==> src/rtl/shift_pkg.sv <==
// Shared definitions for the universal shift register: command codes and FSM states.
package shift_pkg;

  localparam logic [2:0] OP_HOLD  = 3'd0;
  localparam logic [2:0] OP_LOAD  = 3'd1;
  localparam logic [2:0] OP_SHR   = 3'd2;
  localparam logic [2:0] OP_SHL   = 3'd3;
  localparam logic [2:0] OP_ROR   = 3'd4;
  localparam logic [2:0] OP_ROL   = 3'd5;
  localparam logic [2:0] OP_ASR   = 3'd6;
  localparam logic [2:0] OP_BURST = 3'd7;

  typedef enum logic {
    IDLE = 1'b0,
    RUN  = 1'b1
  } state_e;

endpackage

==> src/rtl/shift_core.sv <==
// Combinational single-step shift/rotate datapath; BURST is treated as no change here.
module shift_core
  import shift_pkg::*;
#(
  parameter int WIDTH = 8
) (
  input  logic [2:0]       op,
  input  logic [WIDTH-1:0] data,
  input  logic [WIDTH-1:0] load_data,
  input  logic             ser_in,
  output logic [WIDTH-1:0] next_data,
  output logic             out_bit,
  output logic             out_bit_we
);

  always_comb begin
    next_data  = data;
    out_bit    = 1'b0;
    out_bit_we = 1'b0;
    case (op)
      OP_LOAD: next_data = load_data;
      OP_SHR: begin
        next_data  = {ser_in, data[WIDTH-1:1]};
        out_bit    = data[0];
        out_bit_we = 1'b1;
      end
      OP_SHL: begin
        next_data  = {data[WIDTH-2:0], ser_in};
        out_bit    = data[WIDTH-1];
        out_bit_we = 1'b1;
      end
      OP_ROR: begin
        next_data  = {data[0], data[WIDTH-1:1]};
        out_bit    = data[0];
        out_bit_we = 1'b1;
      end
      OP_ROL: begin
        next_data  = {data[WIDTH-2:0], data[WIDTH-1]};
        out_bit    = data[WIDTH-1];
        out_bit_we = 1'b1;
      end
      OP_ASR: begin
        next_data  = {data[WIDTH-1], data[WIDTH-1:1]};
        out_bit    = data[0];
        out_bit_we = 1'b1;
      end
      default: ;
    endcase
  end

endmodule

==> src/rtl/universal_shift_register.sv <==
// Universal shift register: single-cycle shift/rotate/load commands plus a
// multi-cycle burst rotate-right with busy/done handshake.
module universal_shift_register
  import shift_pkg::*;
#(
  parameter int WIDTH  = 8,
  parameter int STEP_W = 8
) (
  input  logic              clk,
  input  logic              rst,
  input  logic              en,
  input  logic [2:0]        op,
  input  logic [WIDTH-1:0]  data_in,
  input  logic              ser_in,
  input  logic [STEP_W-1:0] amt,
  output logic [WIDTH-1:0]  data_out,
  output logic              ser_out,
  output logic              busy,
  output logic              done
);

  state_e            state_q, state_d;
  logic [STEP_W-1:0] remaining_q, remaining_d;
  logic [WIDTH-1:0]  data_q, data_d;
  logic              ser_q, ser_d;
  logic              done_q, done_d;

  logic [2:0]        core_op;
  logic [WIDTH-1:0]  core_data;
  logic              core_bit;
  logic              core_bit_we;

  // During a burst the core is reused as a plain rotate-right.
  assign core_op = (state_q == RUN) ? OP_ROR : op;

  shift_core #(.WIDTH(WIDTH)) u_core (
    .op         (core_op),
    .data       (data_q),
    .load_data  (data_in),
    .ser_in     (ser_in),
    .next_data  (core_data),
    .out_bit    (core_bit),
    .out_bit_we (core_bit_we)
  );

  always_comb begin
    state_d     = state_q;
    remaining_d = remaining_q;
    data_d      = data_q;
    ser_d       = ser_q;
    done_d      = 1'b0;
    case (state_q)
      IDLE: begin
        if (en) begin
          if (op == OP_BURST) begin
            if (amt == '0) begin
              done_d = 1'b1;
            end else begin
              remaining_d = amt;
              state_d     = RUN;
            end
          end else begin
            data_d = core_data;
            if (core_bit_we) ser_d = core_bit;
          end
        end
      end
      RUN: begin
        data_d      = core_data;
        ser_d       = core_bit;
        remaining_d = remaining_q - STEP_W'(1);
        if (remaining_q == STEP_W'(1)) begin
          state_d = IDLE;
          done_d  = 1'b1;
        end
      end
      default: state_d = IDLE;
    endcase
  end

  always_ff @(posedge clk) begin
    if (rst) begin
      state_q     <= IDLE;
      remaining_q <= '0;
      data_q      <= '0;
      ser_q       <= 1'b0;
      done_q      <= 1'b0;
    end else begin
      state_q     <= state_d;
      remaining_q <= remaining_d;
      data_q      <= data_d;
      ser_q       <= ser_d;
      done_q      <= done_d;
    end
  end

  assign data_out = data_q;
  assign ser_out  = ser_q;
  assign busy     = (state_q == RUN);
  assign done     = done_q;

endmodule

==> config.mk <==
export PLATFORM = sky130hd
export DESIGN_NAME = universal_shift_register
export DESIGN_NICKNAME = d
export VERILOG_FILES = /design/src/rtl/shift_pkg.sv /design/src/rtl/shift_core.sv /design/src/rtl/universal_shift_register.sv
export SDC_FILE = /design/constraint.sdc
export NUM_CORES = 1
export LEC_CHECK = 0
export BUFFER_PORTS_ARGS = -buffer_cell sky130_fd_sc_hd__buf_2
export CORE_MARGIN = 4
export CORE_UTILIZATION = 50
export DETAILED_ROUTE_END_ITERATION = 10
export PLACE_DENSITY = 0.72
export SETUP_SLACK_MARGIN = 0.15
export SKIP_LAST_GASP = 1
export SYNTH_ARGS = -nofsm -noshare
export SYNTH_HDL_FRONTEND = slang
export SYNTH_SLANG_ARGS = --single-unit
==> constraint.sdc <==
create_clock -name clk -period 1.8 [get_ports clk]
set_clock_uncertainty 0.05 [all_clocks]
set_input_delay 0.09 -clock clk [delete_from_list [all_inputs] [get_ports clk]]
set_output_delay 0.09 -clock clk [all_outputs]
set_load 0.01 [all_outputs]
**Word-level counts from Yosys, hierarchy flattened**

Cells that the tools add are included.

- Register bits after elaboration: 19
- Input bits: 23
- Output and inout bits: 11
- Word-level logic and storage cells: 52

- Add/subtract/negate cells: 1
- Equal/unequal tests: 13
- Multiplexer cells: 25
- Bitwise logic cells: 1
- Reductions and logical operators: 7

Operators with widths:

| kind | number |
|---|---|
| one-hot mux 8 bit (6 select lines) | 1 |
| 2-to-1 mux 8 bit | 5 |
| one-hot mux 8 bit (2 select lines) | 2 |
| equality test 3 bit (second input constant) | 4 |
| 2-to-1 mux 1 bit | 12 |
| inequality test 2 bit (second input constant) | 5 |
| equality test 8 x 1 -> 1 bit (second input constant) | 1 |
| logical NOT 8 bit | 1 |
| one-hot mux 1 bit (2 select lines) | 4 |
| subtractor 8 x 1 -> 8 bit (second input constant) | 1 |
| equality test 3 x 2 -> 1 bit (second input constant) | 2 |
| AND reduction 3 bit | 2 |
| OR reduction 5 bit | 1 |
| equality test 3 x 1 -> 1 bit (second input constant) | 1 |
| 2-to-1 mux 3 bit | 1 |
| OR reduction 3 bit | 1 |
| AND reduction 2 bit | 1 |
| OR reduction 2 bit | 1 |
| inverter 1 bit | 1 |

**Logic depth before layout (Yosys ltp)**

- Depth in word-level cells: 8
- Depth in mapped cells: 6

**By module**

A second synthesis with hierarchy kept.

- Cell total of the unflattened synthesis: 171
- Area total of the unflattened synthesis: 1,405.1 um2

By module, submodules not included:

| module | instances | cells an instance | area each (um2) | sequential area each (um2) |
|---|---|---|---|---|
| universal_shift_register | 1 | 105 | 950.9 | 380.4 |
| shift_core | 1 | 66 | 454.2 | 0.0 |

**Worst setup path before layout**

Ideal clock, no wire load.

- Path type: flip-flop to flip-flop
- From: register state_q, in the netlist busy
- To: register remaining_q[4]
- Setup time: 132 ps
- Arrival time: 1,360 ps
- Required time: 1,618 ps
- Path slack: 258 ps
- Stages on the path, launching flop included: 7
- Clock period less this slack: 1,542 ps
- Cell sequence: dfxtp_1 > buf_2 > and4b_1 > and2_1 > clkbuf_1 > a22oi_1 > a21oi_1

- Longest elaborated chain between the ends: 3

RTL lines:

| element | line | RTL |
|---|---|---|
| start: declaration | universal_shift_register.sv:22 | `state_e state_q, state_d;` |
| start signal: assignment | universal_shift_register.sv:89 | `state_q <= state_d;` |
| inverter 1 bit | -- |  |
| inequality test 2 bit (no source line) | -- |  |
| AND reduction 3 bit (no source line) | -- |  |
| end signal: assignment | universal_shift_register.sv:90 | `remaining_q <= remaining_d;` |
| end: declaration | universal_shift_register.sv:23 | `logic [STEP_W-1:0] remaining_q, remaining_d;` |

Parallel ways exist; a longest one is shown, timed or not.
A chain may end at the register's enable or synchronous reset.

**Worst setup path in the final report**

- From: input amt[3]
- To: register remaining_q[3]

- Longest elaborated chain between the ends: 4

RTL lines:

| element | line | RTL |
|---|---|---|
| start: declaration | universal_shift_register.sv:15 | `input logic [STEP_W-1:0] amt,` |
| 2-to-1 mux 8 bit | universal_shift_register.sv:56 | `if (amt == '0) begin` |
| 2-to-1 mux 8 bit | universal_shift_register.sv:55 | `if (op == OP_BURST) begin` |
| 2-to-1 mux 8 bit | universal_shift_register.sv:54 | `if (en) begin` |
| one-hot mux 8 bit (2 select lines) | universal_shift_register.sv:52 | `case (state_q)` |

Parallel ways exist; a longest one is shown, timed or not. The select of a mux whose other input is x is not followed.

==> impl_metrics.tcl <==
set metrics [dict create \
    status "complete, no violations" \
    grt_overflow 0 \
    finalMaxSlewViolations 0 \
    ir_worst_vdd_v 0.000543 \
    syn_area_mm2 0.00131 \
    required_ns 2.00 \
    fin_ws_ns 0.222 \
    clkPwrFrac_pct 22.4 \
    p_int_mw 0.678 \
    path_clk_slew_ns 0.11 \
    io_pins 34 \
    diodes 0 \
    cts_setup_buffers 0 \
    clock_latency_ns 0.31 \
    via_per_inst 6.29 \
    critPathMaxFanout 4 \
    setup_viol 0 \
    core_mm2 0.00248 \
    cts.htree.levels 1 \
    setup_tns_ns 0 \
    synth_cell_type_count 46 \
    core.rowCount 18 \
    final_nets 230 \
    grt_usage_pct 22.1 \
    synth_area_per_cell_um2 7.82 \
    postSynth.asyncResetShare_pct 0 \
    wl_per_cell_um 15.8 \
    period_needed_ns 1.58 \
    die_x_um 59.1 \
    power.switching_mw 0.338 \
    hold_depth 3 \
    grt_max_degree 20 \
    areaGrowthSynthToFinish_pct 23.6 \
    pwr-share-seq_pct 47.8 \
    crit_type "in2reg" \
    hold_class "in2reg" \
    drt-total-wl_mm 3.71 \
    grt_pass1_wl_mm 5.98 \
    drt_iter0_markers 96 \
    start_util_pct 52.7 \
    tightest_slew_ns 0.410 \
    p_leak_nw 0.641 \
    gp_congestion 0.903 \
    start_kind "primary input" \
    dr.pass1.iters 4 \
    synth_edf_count 0 \
    grt_pass1_vias 1311 \
    clkSinkCount 19 \
    postSynthNetCount 192 \
    hpwlAfterDp_mm 2.57 \
    crit_arrival_ns 1.77 \
    rr_worst_depth 4 \
    cap_violations 0 \
    antenna_left 0 \
    combinationalPowerShare_pct 29.7 \
    cts_made_buffers 3 \
    grt_setup_unrepaired "no" \
    die_area_mm2 0.00349 \
    drt_drc_violations_left 0 \
    die_y_um 59.1 \
    drive_gt1_share_pct 28.9 \
    swShare_pct 33.2 \
    cts_tree "yes" \
    portBuffers 33 \
    power_mw 1.02 \
    finalCritPeriodShare_pct 87.7 \
    ys_seq_area_share_pct 29.1 \
    max_freq_mhz 634 \
    syn_inst 167 \
    yosysWarnings 0 \
    slew_headroom_pct 72.7 \
    ys_seq_elements 19 \
    vias 1472 \
    end_kind "flop" \
    antenna_found_initial 0 \
    clk_path_buf_depth 2 \
    ys.flop_type "dfxtp_1" \
    cts-root-buf "clkbuf_4" \
    dpl_worst_slack_ns 0.222 \
    finalHoldViolations 0 \
    powerDensity_mw_per_mm2 629 \
]
## synth_stat cells, drive strengths merged (2+ instances only)
master / number / area, um^2
o22ai: 6 / 37.5
a21bo: 5 / 50.1
ha: 2 / 25.0
nand3: 12 / 60.1
o211ai: 3 / 27.5
a21oi: 16 / 80.1
nor2: 14 / 55.1
nor3b: 3 / 22.5
nand2: 19 / 71.3
clkbuf: 6 / 22.5
dfxtp: 19 / 380
inv: 6 / 22.5
a2bb2oi: 3 / 26.3
nand4: 2 / 12.5
a31o: 3 / 35.0
xor2: 2 / 17.5
o21ai: 4 / 23.8
or4: 2 / 15.0
a311oi: 9 / 85.1
nand4b: 2 / 17.5
buf: 8 / 50.1
a31oi: 5 / 31.3
## worst max-delay path: stages
cell           delay (ns)
dlygate4sd3_1        0.55
buf_2                0.14
or4_4                0.46
o211ai_4             0.25
o211ai_1             0.12
a31oi_1              0.16
## final timing paths
| kind | from | endpoint | slack [ns] |
|---|---|---|---|
| min reg2reg | remaining_q[5] | remaining_q[5] | 0.45 |
| min | amt[6] | remaining_q[6] | 0.03 |
| max reg2reg | busy | remaining_q[4] | 0.33 |
| max | amt[3] | remaining_q[3] | 0.22 |
## stage by stage
| stage | hold slack (ns) | util, % | instances | cell area (um^2) |
|---|---|---|---|---|
| after global placement | 0.310 | 59.8 | 222 | 1480 |
| after floorplan | 0.190 | - | 167 | 1310 |
| after detailed placement | 0.320 | 59.8 | 222 | 1480 |
| after global routing | 0.0477 | 65.2 | 234 | 1610 |
| final | 0.0346 | 65.2 | 234 | 1610 |
| after CTS | 0.0192 | 64.1 | 234 | 1590 |
## cell type report
class,instances,area [um^2]
clock buffer,3,22.5
fill,236,863
inverter,6,22.5
sequential,19,382
clock inverter,1,5.00
timing repair buffer,47,290
multi-input combinational,128,855
tap,30,37.5
## registers in the layout, indices dropped and copies added, names as in the netlist
name and cells:
busy 1, ser_out 1, done 1, remaining_q 8, data_out 8
## cell families after synthesis
family	count (synthesis)	synth area share, %
AND/OR/NAND/NOR	64	25.5
AO/OA/AOI/OAI	60	34.9
buffers and inverters	20	7.28
flip-flops	19	29.1
XOR/XNOR	2	1.34
adder cells (fa/ha/maj)	2	1.92
## routing by layer
metal | wire length [um] | up-vias | global-route usage [%]
met5 | 0 | - | 0
met4 | 49 | 0 | 10.4
met3 | 304 | 5 | 4.79
met2 | 1700 | 76 | 31.5
met1 | 1650 | 682 | 31.3
li1 | - | 709 | -
## power by group through the flow
| stage | sequential, mW | clock [mW] | combinational [mW] |
|---|---|---|---|
| 2_1_floorplan | 0.495 | 0 | 0.187 |
| 5_1_grt | 0.491 | 0.254 | 0.334 |
| 3_5_place_dp | 0.495 | 0 | 0.280 |
| 3_3_place_gp | 0.493 | 0 | 0.274 |
| 4_1_cts | 0.485 | 0.239 | 0.295 |
| 6_report | 0.486 | 0.228 | 0.302 |
## cells in the final DEF, fill, tap and decap left out, types with 6 or more instances in the layout
cell and instances:
o22ai_1 6, inv_1 6, nand3_1 12, nand2_1 19, dlygate4sd3_1 8, nor2_1 13, a311oi_1 8, a21oi_1 16
dfxtp_1 18, buf_2 33, buf_4 6
## timing repair
item,CTS,global route
hold endpoints to repair,8,0
gates resized for setup,0,5
endpoints found under the setup margin,0,8
hold buffers,8,0
Note: power is estimated with default switching activity, not from simulation.
